[config.mk]
export PLATFORM = sky130hd
export DESIGN_NAME = alu_pipe_flat
export DESIGN_NICKNAME = d
export VERILOG_FILES = /design/src/rtl/alu_pipe_if.sv /design/src/rtl/alu_pipe.sv /design/src/flat_wrapper.sv
export SDC_FILE = /design/constraint.sdc
export NUM_CORES = 1
export LEC_CHECK = 0
export CAP_MARGIN = 5
export CORE_ASPECT_RATIO = 1.2
export CORE_MARGIN = 1.5
export CORE_UTILIZATION = 50
export DETAILED_ROUTE_END_ITERATION = 10
export PLACE_DENSITY = 0.79
export SLEW_MARGIN = 30
export SYNTH_ARGS = -nofsm -noshare
export SYNTH_HDL_FRONTEND = slang
export SYNTH_SLANG_ARGS = --single-unit
[constraint.sdc]
create_clock -name clk -period 4.6 [get_ports clk]
set_clock_uncertainty 0.1 [all_clocks]
set_input_delay 0.92 -clock clk [delete_from_list [all_inputs] [get_ports clk]]
set_output_delay 0.92 -clock clk [all_outputs]
set_load 0.01 [all_outputs]
[src/rtl/alu_pipe_if.sv]
// alu_pipe_if: operand/result handshake bundle for alu_pipe
// master = controller/operand fetch + write-back side, slave = alu_pipe
// in side: in_valid, in_ready, opcode, data, accum, clr_halt
// out side: out_valid, out_ready, alu_out, zero, carry, halted
interface alu_pipe_if #(parameter int WIDTH = 8);
  logic             in_valid;
  logic             in_ready;
  logic [2:0]       opcode;
  logic [WIDTH-1:0] data;
  logic [WIDTH-1:0] accum;
  logic             clr_halt;
  logic             out_valid;
  logic             out_ready;
  logic [WIDTH-1:0] alu_out;
  logic             zero;
  logic             carry;
  logic             halted;
  modport master (
    output in_valid, opcode, data, accum, clr_halt, out_ready,
    input  in_ready, out_valid, alu_out, zero, carry, halted
  );
  modport slave (
    input  in_valid, opcode, data, accum, clr_halt, out_ready,
    output in_ready, out_valid, alu_out, zero, carry, halted
  );
endinterface

[src/rtl/alu_pipe.sv]
// alu_pipe: two-stage handshaked ALU (operand reg S1, result reg S2) with carry flag and halt latch
// ports: clk, rst (async, active-high), bus (alu_pipe_if.slave)
// params: WIDTH operand width, ADDC=1 makes ADD consume the carry flag as carry-in
module alu_pipe #(
  parameter int WIDTH = 8,
  parameter bit ADDC  = 1'b0
) (
  input logic        clk,
  input logic        rst,
  alu_pipe_if.slave  bus
);
  typedef enum logic [2:0] {
    OP_HLT, OP_SKZ, OP_ADD, OP_ANDD, OP_XORR, OP_LDA, OP_STO, OP_JMP
  } op_t;
  logic             r_s1_valid;
  op_t              r_op;
  logic [WIDTH-1:0] r_data;
  logic [WIDTH-1:0] r_acc;
  logic             r_out_valid;
  logic [WIDTH-1:0] r_alu_out;
  logic             r_zero;
  logic             r_carry;
  logic             r_halted;
  logic             w_accept;
  logic             w_s2_load;
  logic             w_cin;
  logic [WIDTH:0]   w_sum;
  logic [WIDTH-1:0] w_res;
  assign w_s2_load    = r_s1_valid & (!r_out_valid | bus.out_ready);
  assign bus.in_ready = !r_halted & (!r_s1_valid | w_s2_load);
  assign w_accept     = bus.in_valid & bus.in_ready;
  // carry is read from the register as it stands when this ADD enters S2,
  // so the previous ADD's carry-out is already there for back-to-back chains
  assign w_cin = ADDC & r_carry;
  assign w_sum = {1'b0, r_data} + {1'b0, r_acc} + {{WIDTH{1'b0}}, w_cin};
  always_comb begin
    w_res = r_op == OP_ADD  ? w_sum[WIDTH-1:0] :
            r_op == OP_ANDD ? r_data & r_acc   :
            r_op == OP_XORR ? r_data ^ r_acc   :
            r_op == OP_LDA  ? r_data           : r_acc;
  end
  always_ff @(posedge clk or posedge rst) begin
    if (rst) begin
      r_s1_valid  <= 1'b0;
      r_op        <= OP_HLT;
      r_data      <= '0;
      r_acc       <= '0;
      r_out_valid <= 1'b0;
      r_alu_out   <= '0;
      r_zero      <= 1'b0;
      r_carry     <= 1'b0;
      r_halted    <= 1'b0;
    end else begin
      if (w_accept) begin
        r_op   <= op_t'(bus.opcode);
        r_data <= bus.data;
        r_acc  <= bus.accum;
      end
      r_s1_valid <= w_accept | (r_s1_valid & !w_s2_load);
      if (w_s2_load) begin
        r_alu_out <= w_res;
        r_zero    <= r_acc == '0;
        if (r_op == OP_ADD) r_carry <= w_sum[WIDTH];
      end
      r_out_valid <= w_s2_load | (r_out_valid & !bus.out_ready);
      // set has priority over clear
      r_halted <= (w_accept & (bus.opcode == OP_HLT)) | (r_halted & !bus.clr_halt);
    end
  end
  assign bus.out_valid = r_out_valid;
  assign bus.alu_out   = r_alu_out;
  assign bus.zero      = r_zero;
  assign bus.carry     = r_carry;
  assign bus.halted    = r_halted;
endmodule

[src/flat_wrapper.sv]
// flat-port wrapper written by rule: the top's interface ports become plain ports
module alu_pipe_flat 
#(
  parameter int WIDTH = 8,
  parameter bit ADDC  = 1'b0
)
  (clk, rst, bus_in_valid, bus_opcode, bus_data, bus_accum, bus_clr_halt, bus_out_ready, bus_in_ready, bus_out_valid, bus_alu_out, bus_zero, bus_carry, bus_halted);
  alu_pipe_if #(.WIDTH(WIDTH)) bus_i ();
  input logic clk;
  input logic rst;
  input wire logic [$bits(bus_i.in_valid)-1:0] bus_in_valid;
  input wire logic [$bits(bus_i.opcode)-1:0] bus_opcode;
  input wire logic [$bits(bus_i.data)-1:0] bus_data;
  input wire logic [$bits(bus_i.accum)-1:0] bus_accum;
  input wire logic [$bits(bus_i.clr_halt)-1:0] bus_clr_halt;
  input wire logic [$bits(bus_i.out_ready)-1:0] bus_out_ready;
  output wire logic [$bits(bus_i.in_ready)-1:0] bus_in_ready;
  output wire logic [$bits(bus_i.out_valid)-1:0] bus_out_valid;
  output wire logic [$bits(bus_i.alu_out)-1:0] bus_alu_out;
  output wire logic [$bits(bus_i.zero)-1:0] bus_zero;
  output wire logic [$bits(bus_i.carry)-1:0] bus_carry;
  output wire logic [$bits(bus_i.halted)-1:0] bus_halted;
  assign bus_i.in_valid = bus_in_valid;
  assign bus_i.opcode = bus_opcode;
  assign bus_i.data = bus_data;
  assign bus_i.accum = bus_accum;
  assign bus_i.clr_halt = bus_clr_halt;
  assign bus_i.out_ready = bus_out_ready;
  assign bus_in_ready = bus_i.in_ready;
  assign bus_out_valid = bus_i.out_valid;
  assign bus_alu_out = bus_i.alu_out;
  assign bus_zero = bus_i.zero;
  assign bus_carry = bus_i.carry;
  assign bus_halted = bus_i.halted;
  alu_pipe #(.WIDTH(WIDTH), .ADDC(ADDC)) u_core (.clk(clk), .rst(rst), .bus(bus_i));
endmodule
==> flow_summary.json, run 1 <==
{
  "period_needed_ns": 3.221,
  "netlist_area_um2": 1984,
  "post_drt_via_cell_ratio": 5.791,
  "track_usage_pct": 22.17,
  "std_cell_rows": 24,
  "worstRegToRegCells": 7,
  "cts_made_buffers": 5,
  "mappedNetlistNets": 236,
  "ys_seq_area_share_pct": 40.35,
  "power_density_nw_per_um2": 479.9,
  "tritoncts": "yes",
  "final_max_slew_violation_count": 0,
  "global_route_wire_length_before_repair_um": 7169,
  "path_delay_family": "buffers and inverters",
  "floorplan.io_pins": 37,
  "post-cts-setup-buffers": 0,
  "synthCells": 203,
  "multiInputGateArea_um2": 1106,
  "clock-sinks": 32,
  "fin_setup_tns_ns": 0,
  "synth.ff_latch_count": 32,
  "synth.avg_cell_area_um2": 9.775,
  "htree_num_levels": 2,
  "timing.critical_path.fanout_max": 2,
  "crit_top_cell": "clkdlybuf4s50_1",
  "max_clock_freq_mhz": 310.4,
  "drtAntennaViolNets": 0,
  "fillCellCount": 337,
  "clk_transition_reported_paths_ns": 0.06,
  "timing.hold.worst.class": "flip-flop to flip-flop",
  "min_path_cells": 2,
  "regToRegSetupSlack_ns": 2.21,
  "asyncSetResetFlopFracSynth_pct": 100.0,
  "ys_types": 41,
  "cts-root-buf": "clkbuf_8",
  "vdd_ir_drop_max_mv": 0.2501,
  "cell_with_the_biggest_individual_delay_on_the_critical_path": "clkdlybuf4s50_1",
  "seq_area_um2": 800.8,
  "maximum_number_of_pins_on_one_net_before_global_route_repair": 33,
  "hold_slack_ns": 0.3782,
  "grt_util_met1_pct": 29.66,
  "grt_setup_unrepaired": "false",
  "gpl.final_weighted_congestion": 0.7894,
  "crit_path_max_cell_delay_ns": 0.57,
  "worstSetupPathDepth": 4,
  "r2r_start": "u_core.r_acc[0]$_DFFE_PP0P_",
  "worst-path-buf-inv": 2,
  "final_min_period_over_clock_period_pct": 70.03,
  "routedWlPerCell_um": 14.74,
  "worstPathArrival_ns": 2.20,
  "initial_antenna_violation_count": 0,
  "max_slew_margin_pct": 37.93,
  "vias_after_detailed_routing": 1662,
  "crit_required_ns": 3.58,
  "postSynth.topFlopCell": "dfrtp_1",
  "die-area_um2": 4357,
  "dp_hpwl_um": 2977,
  "fraction_of_final_layout_cells_sized_beyond_drive_strength_1_pct": 13.19,
  "crit_path_cell_trace": "clkdlybuf4s50_1, nor2b_1, a21oi_1, clkdlybuf4s50_1",
  "floorplan.initialDensity_pct": 53.29,
  "cap_viol_max_count": 0,
  "cts.repair.resized": 0,
  "fp.coreArea_um2": 3724,
  "layout_nets": 267,
  "dieHeight_um": 72.01,
  "worst_r2r_endpoint": "u_core.bus.alu_out[6]$_DFFE_PP0P_",
  "synth_enable_flop_cells": 0,
  "clock_insertion_delay_worst_skew_ns": 0.29,
  "run_status": "finished, final reports clean",
  "wirelength_um": 4230,
  "hold_vio_cnt_final": 0,
  "grt_overflow_total": 0,
  "route.detailed.drc": 0,
  "hold-path-endpoint": "u_core.bus.alu_out[1]$_DFFE_PP0P_",
  "most_used_routing_layer": "met2",
  "drtIter0Drc": 51,
  "grt.met3_usage_pct": 4.635,
  "syn_to_final_growth_pct": 23.14,
  "timing.critical_path.from_type": "primary input",
  "floorplan.die.width_um": 60.51,
  "worst_min_path_start": "u_core.bus.alu_out[1]$_DFFE_PP0P_",
  "synth_warnings": 0,
  "grt_util_met2_pct": 33.21,
  "crit_path_end_kind": "output port",
  "buffer_ports.inserted": 36,
  "ctsHoldBuffers": 0,
  "max-clock-path-buffers": 2,
  "antennaDiodeCount": 0,
  "worstMarginPinSlew_ns": 0.9310,
  "final_setup_fails": 0,
  "drt_first_pass_iters": 6,
  "leakage_dissipation_nw": 1.018,
  "critical_path_class": "primary input to output port",
  "via_count_of_the_first_global_routing_pass": 1542
}
cells in the mapped netlist, drive strengths merged, types with 6 or more instances:
cell type / n / share of area, %
a21o: 6 / 2.3
a211oi: 12 / 4.8
nor2: 13 / 2.5
mux2: 19 / 11
dfrtp: 32 / 40
a21oi: 11 / 2.8
a31oi: 6 / 1.9
buf: 9 / 2.6
o21ai: 15 / 3.8
mux2i: 9 / 4.5
nand2: 20 / 3.8
ha: 8 / 5.0
tightest hold or removal path: cells and delay by family, from the launching register on:
family / cells / cell delay, ns
and+or+nand+nor: 1 / 0.04
AOI/OAI and AO/OA: 1 / 0.06
DFF: 1 / 0.34
sequential cells by signal (all words and copies together) (netlist names):
register and cells:
u_core.bus.zero 1, u_core.bus.carry 1, u_core.bus.halted 1, u_core.r_s1_valid 1, u_core.bus.out_valid 1, u_core.r_op 3, u_core.r_data 8, u_core.bus.alu_out 8
u_core.r_acc 8
final cells by class:
class	instances	area share, %
Clock buffer	6	3.379
Clock inverter	2	0.4096
Inverter	3	0.4608
Multi-Input combinational cell	155	45.26
Sequential cell	32	32.77
Tap cell	52	2.663
Timing Repair Buffer	37	15.05
where the power goes:
| part | internal, mW | switching (mW) | leakage [nW] |
|---|---|---|---|
| registers | 0.356 | 0.0945 | 0.381 |
| clock network | 0.119 | 0.104 | 0.0510 |
| logic | 0.268 | 0.231 | 0.586 |
per-layer routing:
metal  share of wire [%]  vias up
met4                 3.0        0
met5                   0        -
met1                  44      796
met3                 4.0       12
li1                    -      814
met2                  49       40
through the flow:
stage	setup slack, ns	power (mW)	utilization [%]	area, um^2	std cells
final	1.379	1.173	65.63	2444	287
after global routing	1.317	1.259	65.63	2444	287
after CTS	1.375	1.176	65.63	2444	287
after detailed placement	1.376	0.9488	63.14	2351	279
after global placement	1.414	0.9353	63.14	2351	279
after floorplan	2.362	0.7758	-	1984	203
logic make-up after synthesis:
group / synth area share, %
AOI/OAI and AO/OA: 20.11
and+or+nand+nor: 13.37
adders and majority gates: 6.053
buffers and inverters: 3.909
DFF: 40.35
muxes: 15.32
xor gates and xnor gates: 0.8829
worst max-delay path by stage:
stage	start	end	slack, ns
6_report	bus_out_ready	bus_in_ready	1.38
5_1_grt	bus_out_ready	bus_in_ready	1.32
4_1_cts	bus_out_ready	bus_in_ready	1.38
3_5_place_dp	bus_out_ready	bus_in_ready	1.38
3_3_place_gp	bus_out_ready	bus_in_ready	1.41
2_1_floorplan	bus_out_ready	bus_in_ready	2.36
layout by cell type, fill, tap and decap left out, drive strengths merged, types with 2 or more instances in the layout:
| cell | instances |
|---|---|
| clkdlybuf4s50 | 36 |
| mux2i | 9 |
| inv | 3 |
| or3b | 2 |
| clkinv | 2 |
| a21o | 6 |
| dfrtp | 32 |
| a211oi | 12 |
| nor3 | 4 |
| a21oi | 11 |
| nor2 | 13 |
| ha | 8 |
| o21ai | 15 |
| nand2b | 4 |
| nand2 | 20 |
| o41ai | 2 |
| nor4 | 3 |
| mux2 | 19 |
| clkbuf | 6 |
| nor2b | 4 |
| a31oi | 6 |
(Power assumes the default switching activity.)
==> run 2, diff against run 1 <==
- CORE_UTILIZATION: 50 -> 47
- PLACE_DENSITY: 0.79 -> 0.78
- clock period: 4.6 -> 2.61 ns (I/O delays scaled with it)
==> run 2 against run 1 <==
Against the previous run:
- sequential share of layout area fell by 0.50 points
- final cell count increased by 2.4%
- non-clock buffer count increased by 5
- clock power increased by 74%
- routed wire length rose by 2.8%
- sequential power is 70% higher
- die area grew 6.1%
- power rose by 78%
- combinational power is 86% higher
- final area grew 1.5%
- critical path depth unchanged
==> flow_summary.json, run 2 (same netlist as run 1, synthesis figures left out) <==
{
  "floorplan.initialDensity_pct": 49.56,
  "post_drt_via_cell_ratio": 5.782,
  "max_clock_freq_mhz": 414.4,
  "worst_r2r_endpoint": "u_core.bus.carry$_DFFE_PP0P_",
  "hold_vio_cnt_final": 0,
  "max-clock-path-buffers": 2,
  "drtAntennaViolNets": 0,
  "cell_with_the_biggest_individual_delay_on_the_critical_path": "clkdlybuf4s50_1",
  "crit_top_cell": "clkdlybuf4s50_1",
  "overall_power_consumption_mw": 2.084,
  "hold_slack_ns": 0.3748,
  "hold-path-endpoint": "u_core.bus.alu_out[5]$_DFFE_PP0P_",
  "grt_util_met2_pct": 36.23,
  "gpl.final_weighted_congestion": 0.8322,
  "worst_min_path_start": "u_core.bus.alu_out[5]$_DFFE_PP0P_",
  "worst_slack_ns": 0.1971,
  "crit_path_cell_trace": "clkdlybuf4s50_1, nor2b_1, a21oi_1, clkdlybuf4s50_1",
  "buffer_ports.inserted": 36,
  "r2r_start": "u_core.r_acc[0]$_DFFE_PP0P_",
  "fraction_of_final_layout_cells_sized_beyond_drive_strength_1_pct": 13.75,
  "vias_after_detailed_routing": 1700,
  "tritoncts": "yes",
  "worstPathArrival_ns": 1.79,
  "vdd_ir_drop_max_mv": 0.4871,
  "dp.cells": 286,
  "track_usage_pct": 20.97,
  "fin_setup_tns_ns": 0,
  "fp.coreArea_um2": 4004,
  "grt.met3_usage_pct": 3.631,
  "clock_insertion_delay_worst_skew_ns": 0.28,
  "min_path_cells": 1,
  "crit_required_ns": 1.99,
  "grt_util_met1_pct": 25.85,
  "pre_cts_slack_ns": 0.1850,
  "std_cell_rows": 25,
  "crit_path_end_kind": "output port",
  "dp_hpwl_um": 3206,
  "clock-sinks": 32,
  "grt_overflow_total": 0,
  "drt_first_pass_iters": 4,
  "dieHeight_um": 74.18,
  "final_min_period_over_clock_period_pct": 92.45,
  "leakage_dissipation_nw": 1.037,
  "timing.critical_path.from_type": "primary input",
  "initial_antenna_violation_count": 0,
  "max_slew_margin_pct": 59.14,
  "timing.critical_path.fanout_max": 2,
  "die-area_um2": 4623,
  "most_frequent_cells_in_the_layout": "clkdlybuf4s50_1 (36), dfrtp_1 (32), nand2_1 (20)",
  "final_max_slew_violation_count": 0,
  "worstMarginPinSlew_ns": 0.5974,
  "maximum_number_of_pins_on_one_net_before_global_route_repair": 33,
  "syn_to_final_growth_pct": 25.03,
  "antennaDiodeCount": 0,
  "grt_setup_unrepaired": "false",
  "cap_viol_max_count": 0,
  "worstRegToRegCells": 7,
  "ctsHoldBuffers": 0,
  "cts.repair.resized": 0,
  "drtIter0Drc": 129,
  "floorplan.io_pins": 37,
  "layout_nets": 272,
  "timing.hold.worst.class": "flip-flop to flip-flop",
  "global_route_wire_length_before_repair_um": 7548,
  "htree_num_levels": 2,
  "wirelength_um": 4349,
  "regToRegSetupSlack_ns": 0.29,
  "route.detailed.drc": 0,
  "clk_transition_reported_paths_ns": 0.06,
  "period_needed_ns": 2.413,
  "crit_path_max_cell_delay_ns": 0.57,
  "layout.cells.most_common": "clkdlybuf4s50_1",
  "fillCellCount": 363,
  "power_density_nw_per_um2": 839.8,
  "floorplan.die.width_um": 62.32,
  "seq_area_um2": 800.8,
  "multiInputGateArea_um2": 1106,
  "cts_made_buffers": 5,
  "routedWlPerCell_um": 14.79,
  "final_setup_fails": 0,
  "most_used_routing_layer": "met2",
  "critical_path_class": "primary input to output port",
  "cts-root-buf": "clkbuf_8",
  "run_status": "finished, final reports clean",
  "post-cts-setup-buffers": 0,
  "via_count_of_the_first_global_routing_pass": 1664,
  "fin_cells": 294
}
-- run 2: changes by cell type in the layout (fill, tap and decap cells not counted), sizes merged --
cell    delta
clkbuf     +2
clkinv     -2
buf        +5
-- run 2: worst max-delay path, delay by kind of cell --
kind | cells | cell delay, ns
simple gates | 1 | 0.06
compound gates | 1 | 0.18
buf+inv | 2 | 1.04
-- run 2: routing by layer --
layer / part of all wire, % / up-vias
met5: 0 / -
met4: 2.7 / 0
met3: 4.2 / 13
met2: 51 / 48
met1: 42 / 811
li1: - / 828
-- run 2: through the flow --
step / util (%) / instance area, um^2
floorplan: - / 1984
global placement: 59.72 / 2391
detailed placement: 59.72 / 2391
CTS: 61.97 / 2481
global route: 61.97 / 2481
finish: 61.97 / 2481
-- run 2: report_power, final --
group          internal [mW]  total, mW  leakage [nW]  switching (mW)
sequential             0.628      0.767         0.381           0.139
combinational          0.487      0.929         0.611           0.442
clock                  0.215      0.388        0.0455           0.173
-- run 2: final cells by class --
cell class | count | area share (%)
Multi-Input combinational cell | 155 | 44.58
Sequential cell | 32 | 32.27
Timing Repair Buffer | 42 | 16.34
Clock buffer | 8 | 3.631
Tap cell | 54 | 2.723
Inverter | 3 | 0.4539
-- run 2: how the worst max path moves through the flow --
stage | startpoint | to | slack [ns]
global placement | bus_out_ready | bus_in_ready | 0.22
global route | u_core.r_acc[0]$_DFFE_PP0P_ | u_core.bus.carry$_DFFE_PP0P_ | 0.07
detailed placement | bus_out_ready | bus_in_ready | 0.18
CTS | bus_out_ready | bus_in_ready | 0.19
finish | bus_out_ready | bus_in_ready | 0.20
floorplan | u_core.r_acc[0]$_DFFE_PP0P_ | u_core.bus.carry$_DFFE_PP0P_ | 0.48
